<file path="config.mk">
export PLATFORM = sky130hd
export DESIGN_NAME = rca_seq_ctrl
export DESIGN_NICKNAME = d
export VERILOG_FILES = /design/src/rtl/rca_seq_ctrl.sv
export SDC_FILE = /design/constraint.sdc
export NUM_CORES = 1
export LEC_CHECK = 0
export BUFFER_PORTS_ARGS = -buffer_cell sky130_fd_sc_hd__buf_2
export CELL_PAD_IN_SITES_DETAIL_PLACEMENT = 1
export CELL_PAD_IN_SITES_GLOBAL_PLACEMENT = 1
export CORE_ASPECT_RATIO = 1.25
export CORE_MARGIN = 1
export CORE_UTILIZATION = 41
export CTS_CLUSTER_SIZE = 40
export DETAILED_ROUTE_END_ITERATION = 10
export PLACE_DENSITY = 0.91
export SYNTH_ARGS = -nofsm -noshare
export SYNTH_HDL_FRONTEND = slang
export SYNTH_SLANG_ARGS = --single-unit
</file>
<file path="constraint.sdc">
create_clock -name clk -period 2.3 [get_ports clk]
set_input_delay 0.46 -clock clk [delete_from_list [all_inputs] [get_ports clk]]
set_output_delay 0.46 -clock clk [all_outputs]
set_load 0.02 [all_outputs]
</file>
<file path="src/rtl/rca_seq_ctrl.sv">
// Sequencer that runs a wide add through one shared 4-bit ripple-carry adder,
// one nibble per clock, LSB first, chaining the slice carry through a register.
module rca_seq_ctrl #(
  parameter int unsigned NIBBLES = 4
) (
  input  logic                   clk,
  input  logic                   reset,
  input  logic                   start,
  input  logic [4*NIBBLES-1:0]   a_in,
  input  logic [4*NIBBLES-1:0]   b_in,
  input  logic                   cin,
  output logic                   busy,
  output logic                   done,
  output logic [4*NIBBLES-1:0]   sum,
  output logic                   cout,
  output logic [3:0]             rca_a,
  output logic [3:0]             rca_b,
  output logic                   rca_c,
  input  logic [3:0]             rca_y,
  input  logic                   rca_cout
);

  localparam int unsigned W  = 4 * NIBBLES;
  localparam int unsigned IW = (NIBBLES > 1) ? $clog2(NIBBLES) : 1;

  localparam logic [1:0] S_IDLE = 2'd0;
  localparam logic [1:0] S_RUN  = 2'd1;
  localparam logic [1:0] S_DONE = 2'd2;

  logic [1:0]    state_q, state_d;
  logic [IW-1:0] idx_q, idx_d;
  logic          carry_q, carry_d;
  logic [W-1:0]  a_q, a_d;
  logic [W-1:0]  b_q, b_d;
  logic [W-1:0]  sum_q, sum_d;
  logic          cout_q, cout_d;
  logic          busy_q, busy_d;
  logic          done_q, done_d;
  logic [3:0]    rca_a_q, rca_a_d;
  logic [3:0]    rca_b_q, rca_b_d;
  logic          rca_c_q, rca_c_d;

  logic [IW-1:0] idx_nxt;
  logic          idx_last;

  assign idx_nxt  = idx_q + IW'(1);
  assign idx_last = (idx_q == IW'(NIBBLES - 1));

  always_ff @(posedge clk or posedge reset) begin
    if (reset) begin
      state_q <= S_IDLE;
      idx_q   <= '0;
      carry_q <= 1'b0;
      a_q     <= '0;
      b_q     <= '0;
      sum_q   <= '0;
      cout_q  <= 1'b0;
      busy_q  <= 1'b0;
      done_q  <= 1'b0;
      rca_a_q <= 4'd0;
      rca_b_q <= 4'd0;
      rca_c_q <= 1'b0;
    end else begin
      state_q <= state_d;
      idx_q   <= idx_d;
      carry_q <= carry_d;
      a_q     <= a_d;
      b_q     <= b_d;
      sum_q   <= sum_d;
      cout_q  <= cout_d;
      busy_q  <= busy_d;
      done_q  <= done_d;
      rca_a_q <= rca_a_d;
      rca_b_q <= rca_b_d;
      rca_c_q <= rca_c_d;
    end
  end

  // The rca drive registers are loaded with the slice the next cycle will use,
  // so the adder sees only flop outputs.
  always_comb begin
    state_d = state_q;
    idx_d   = idx_q;
    carry_d = carry_q;
    a_d     = a_q;
    b_d     = b_q;
    sum_d   = sum_q;
    cout_d  = cout_q;
    busy_d  = 1'b0;
    done_d  = 1'b0;
    rca_a_d = 4'd0;
    rca_b_d = 4'd0;
    rca_c_d = 1'b0;

    case (state_q)
      S_IDLE: begin
        if (start) begin
          a_d     = a_in;
          b_d     = b_in;
          carry_d = cin;
          idx_d   = '0;
          state_d = S_RUN;
          busy_d  = 1'b1;
          rca_a_d = a_in[3:0];
          rca_b_d = b_in[3:0];
          rca_c_d = cin;
        end
      end
      S_RUN: begin
        sum_d[4*idx_q +: 4] = rca_y;
        carry_d             = rca_cout;
        busy_d              = 1'b1;
        if (idx_last) begin
          cout_d  = rca_cout;
          state_d = S_DONE;
          done_d  = 1'b1;
        end else begin
          idx_d   = idx_nxt;
          rca_a_d = a_q[4*idx_nxt +: 4];
          rca_b_d = b_q[4*idx_nxt +: 4];
          rca_c_d = rca_cout;
        end
      end
      S_DONE: begin
        state_d = S_IDLE;
      end
      default: begin
        state_d = S_IDLE;
      end
    endcase
  end

  assign busy  = busy_q;
  assign done  = done_q;
  assign sum   = sum_q;
  assign cout  = cout_q;
  assign rca_a = rca_a_q;
  assign rca_b = rca_b_q;
  assign rca_c = rca_c_q;

endmodule

</file>
Yosys cells after proc, flatten, opt, wreduce, memory -nomap -nowiden
Index checks and enable logic that the tools add are counted.

word-level totals
  register bits after elaboration = 64
  input bits = 41
  output and inout bits = 28
  logic and storage cells = 48

cells by class
  $add $sub $neg = 2
  equal/unequal tests = 5
  shift operators = 4
  muxes and demuxes = 20
  reductions and logical operators = 6

operators with widths
  cell                     number
  $neg 4->34               1
  $shift 4x34->16 const A  1
  $shiftx 4x34->16         1
  $shiftx 16x5->4          2
  $bwmux 16                1
  $mux 4                   4
  $pmux 4 s2               2
  $mux 2                   4
  $pmux 2 s2               2
  $ne 2x2->1 const B       3
  $reduce_and 2->1         3
  $mux 1                   5
  $pmux 1 s2               2
  $reduce_and 3->1         1
  $add 2x1->2 const B      1
  $eq 2x1->1 const B       1
  $eq 2x2->1 const B       1
  $logic_not 2->1          1
  $reduce_bool 2->1        1

Logic depth before layout (Yosys ltp)
  word-level depth = 4
  mapped depth = 6

Worst setup path after synthesis
Ideal clock, no wire load.

  path kind = register to register
  from = register idx_q[0]
  to = register sum_q[10], in the netlist sum[10]
  setup time = 0.066 ns
  data arrival time = 1.596 ns
  required time = 2.234 ns
  slack = 0.638 ns
  stages on the path, launching flop included = 6
  period minus slack after synthesis = 1.662 ns
  path through = dfrtp_1 > inv_2 > ha_1 > nor4bb_1 > and4bb_2 > a22o_1

between the ends
  cells in the longest elaborated chain, start to end = 3
  elaborated cells on any way between the ends = 4
  classes of those cells = 1 x add/sub; 2 x shift; 1 x mux

ends and longest elaborated chain
  what                                                        line  text
  from (decl)                                                 31    logic [IW-1:0] idx_q, idx_d;
  from (signal assigned)                                      65    idx_q <= idx_d;
  $neg 4->34 (*)                                              110   sum_d[4*idx_q +: 4] = rca_y;
  $shiftx 4x34->16 / $shift 4x34->16 (equally long branches)  110
  $bwmux 16 (*)                                               110
  to (signal assigned)                                        69    sum_q <= sum_d;
  to (decl)                                                   35    logic [W-1:0] sum_q, sum_d;

Mark *: on every way between the ends. The rest lies on a longest branch, timed or not.
A chain may end at the register's enable or synchronous reset.

Worst setup path after layout
  from = register idx_q[0]
  to = register sum_q[3], in the netlist sum[3]

Same word-level chain as after synthesis.

==> reports/qor.txt <==
================================================================================
Result of the run ................................................. complete, no violations
I/O pins ..........................................................           69
DR DRC count ......................................................            0
Post-synth top area cell ..........................................      dfrtp_1
Hold crit path type ...............................................     in2async
Reg-to-reg endpoint ............................................... sum[3]$_DFFE_PP0P_
Global-route usage over all layers ................................        21.4%
Row count .........................................................           33
Skew-Pair Late Insertion Delay ....................................      0.34 ns
Leak Pwr ..........................................................      1.85 nW
Depth of the worst register-to-register path ......................            5
Antenna viol nets, final ..........................................            0
Non-filler instance count after layout ............................          418
Unrepaired setup endpoints after global routing ...................        false
Average footprint of a synthesized cell ...........................    11.1 um^2
Sequential Area ...................................................    1600 um^2
Critical-path maximum fanout ......................................           19
Setup bufs post-CTS ...............................................            0
Top-area cell type share of the netlist area ......................        56.8%
Count of cells resized by post-cts repair .........................            0
Starting density of the core ......................................        42.7%
Number of distinct library cells after synthesis ..................           33
Kind of end point of the critical path ............................     register
TritonCTS clock tree ..............................................         done
FILL cells ........................................................          767
WL/cell ...........................................................      16.0 um
Post-Route Hold Slack .............................................     0.177 ns
Crit Path Category ................................................      reg2reg
Slew margin rel. ..................................................        66.8%
Number of max-cap violations ......................................            0
Final WL ..........................................................      6700 um
Die Outline Area ..................................................    7220 um^2
Total standard cell area after synthesis ..........................    2820 um^2
Mapped Cells ......................................................          255
Final setup violation count .......................................            0
Worst Path Arrival ................................................      2.18 ns
Fraction of final layout cells sized beyond drive strength 1 ......        29.9%
Setup TNS .........................................................         0 ns
Total core area ...................................................    6610 um^2
Final Critical Period .............................................      1.91 ns
Per-cell via count in the routed design ...........................         5.04
Pwr per Cell Area ................................................. 1490 nW/um^2
HPWL Detailed .....................................................      4770 um
Post-synth EDFFs ..................................................            0
Horizontal die dimension ..........................................      76.2 um
Synthesized netlist net count .....................................          302
Required time worst endpoint ......................................      2.57 ns
Final Total Pwr ...................................................    0.00509 W
Placed insts ......................................................          402
Final-stage net count .............................................          373
R2R Setup Slk .....................................................      0.39 ns
Measured slew at the worst slew-check pin .........................     0.498 ns
Height of the die .................................................      94.7 um
Deepest clock path buffer count ...................................            2
Post-route setup slack ............................................     0.387 ns
Max Freq ..........................................................      523 MHz
Number of antenna violations at the first check in global routing .            0
Maximum level of the CTS H-tree ...................................            3
Setup slack after placement .......................................     0.385 ns
Post-synthesis sequential element count ...........................           64
Startpoint of the worst-slack reg-to-reg timing path .............. idx_q[0]$_DFFE_PP0P_
Async S/R FF share, synth .........................................         100%
Clock buffer count from CTS .......................................            9
Sum of overflow across all layers after global routing ............            0
Share of synthesized area occupied by flip-flops and latches ......        56.8%
Cell at the root of the clock tree ................................     clkbuf_8
Period utilization ................................................        83.2%
Total area of multi-input combinational cells .....................    1080 um^2
Clk pin slew, worst setup/hold paths ..............................      0.07 ns
Wire length of the first global-routing pass ......................     11500 um
Worst vdd rail ir drop ............................................       570 uV
Final hold vios ...................................................            0
Area growth syn-to-layout .........................................        21.2%
Clock skew after layout ...........................................   0.00829 ns
Final weighted congestion of routability-driven global placement ..        0.811
Kind of launch point of the worst setup path ......................     register
Final max-slew violation count ....................................            0
Warning count from the yosys run ..................................            0
# diodes ..........................................................            0
Dominant cells by area after synthesis ............................ dfrtp_1 57%, nand2_1 14%, mux2i_1 5.3%
Number of sinks driven by the clock tree ..........................           64
DRC marker count from the first detailed-route iteration ..........           75
Largest net degree at the start of global routing .................           65
# hold bufs at CTS ................................................            0
TritonRoute pass-1 iters ..........................................            4
Via count of the first global-routing pass ........................         2343
Overall via count from detail_route ...............................         2107
Number of input and output port buffers inserted ..................           68
Primary FF master, synth ..........................................      dfrtp_1
================================================================================
==> kinds of logic (layout without fill, tap and decap cells) <==
family | Yosys count | after routing | synth area share (%)
flip-flops | 64 | 64 | 56.8
adder cells (fa/ha/maj) | 6 | 6 | 2.66
multiplexers | 17 | 17 | 6.65
buffers and inverters | 17 | 93 | 5.23
AND/OR/NAND/NOR | 124 | 124 | 20.5
AO/OA/AOI/OAI | 27 | 27 | 8.16
==> flip-flops by register name, indices dropped and copies added (netlist names) <==
register,count
b_q,16
rca_a,4
a_q,16
rca_c,1
busy,1
done,1
state_q,2
sum,16
idx_q,2
cout,1
rca_b,4
==> metrics by stage <==
stage	instance area (um^2)	utilization [%]
2_1_floorplan	2820	-
3_3_place_gp	3200	48.5
3_5_place_dp	3200	48.5
4_1_cts	3420	51.8
5_1_grt	3420	51.8
6_report	3420	51.8
==> cell type report <==
class,instances,share of cell area (%)
Sequential cell,64,46.8
Multi-Input combinational cell,174,31.5
Timing Repair Buffer,72,11.6
Clock buffer,14,5.34
Tap cell,87,3.18
Clock inverter,2,1.02
Inverter,5,0.549
==> Yosys cell counts, types with 2 or more instances <==
master / instances
a22o_1: 11
buf_2: 3
buf_6: 5
buf_8: 2
clkbuf_8: 2
dfrtp_1: 64
ha_1: 6
inv_1: 4
mux2i_1: 15
nand2_1: 107
nand3b_4: 2
nor2_1: 2
nor4b_2: 2
o21ai_0: 2
o221ai_1: 7
o2bb2ai_1: 4
==> worst max path at each step <==
stage	start	to	slack (ns)	cells after the start
floorplan	reset	a_q[0]$_DFFE_PP0P_	0.24	1
CTS	idx_q[0]$_DFFE_PP0P_	sum[3]$_DFFE_PP0P_	0.37	5
global placement	idx_q[0]$_DFFE_PP0P_	rca_b[3]$_DFF_PP0_	0.48	4
finish	idx_q[0]$_DFFE_PP0P_	sum[3]$_DFFE_PP0P_	0.39	5
global route	idx_q[0]$_DFFE_PP0P_	sum[12]$_DFFE_PP0P_	0.22	5
detailed placement	idx_q[0]$_DFFE_PP0P_	rca_a[3]$_DFF_PP0_	0.39	6
==> layout by cell type (no fill, tap or decap), types with 2 or more instances in the layout <==
cell,synthesis,layout
a22o_1,11,11
buf_12,0,2
buf_2,3,68
buf_4,0,2
clkbuf_8,2,13
dfrtp_1,64,64
ha_1,6,6
inv_1,4,3
inv_2,1,2
mux2i_1,15,15
nand2_1,107,107
nand3b_4,2,2
nor2_1,2,2
nor4b_2,2,2
o21ai_0,2,2
o221ai_1,7,7
o2bb2ai_1,4,4
==> critical path: stages, from the launching register on <==
cell and delay (ns):
dfrtp_1 0.54, inv_2 0.12, ha_1 0.33, buf_4 0.24, nor4b_2 0.41, a22o_1 0.20
==> report_power, final <==
group | switching (W) | total [W] | internal (W)
Clock | 0.000416 | 0.00103 | 0.000618
Combinational | 0.00124 | 0.00209 | 0.000850
Sequential | 0.000332 | 0.00197 | 0.00163
==> layer usage <==
layer  vias up  GRT usage, %  wire length, um
li1        995             -                -
met1      1038          23.3             2650
met2        58          38.9             3620
met3        16          4.25              242
met4         0          12.3              187
met5         -             0                0
(Power assumes the default switching activity.)
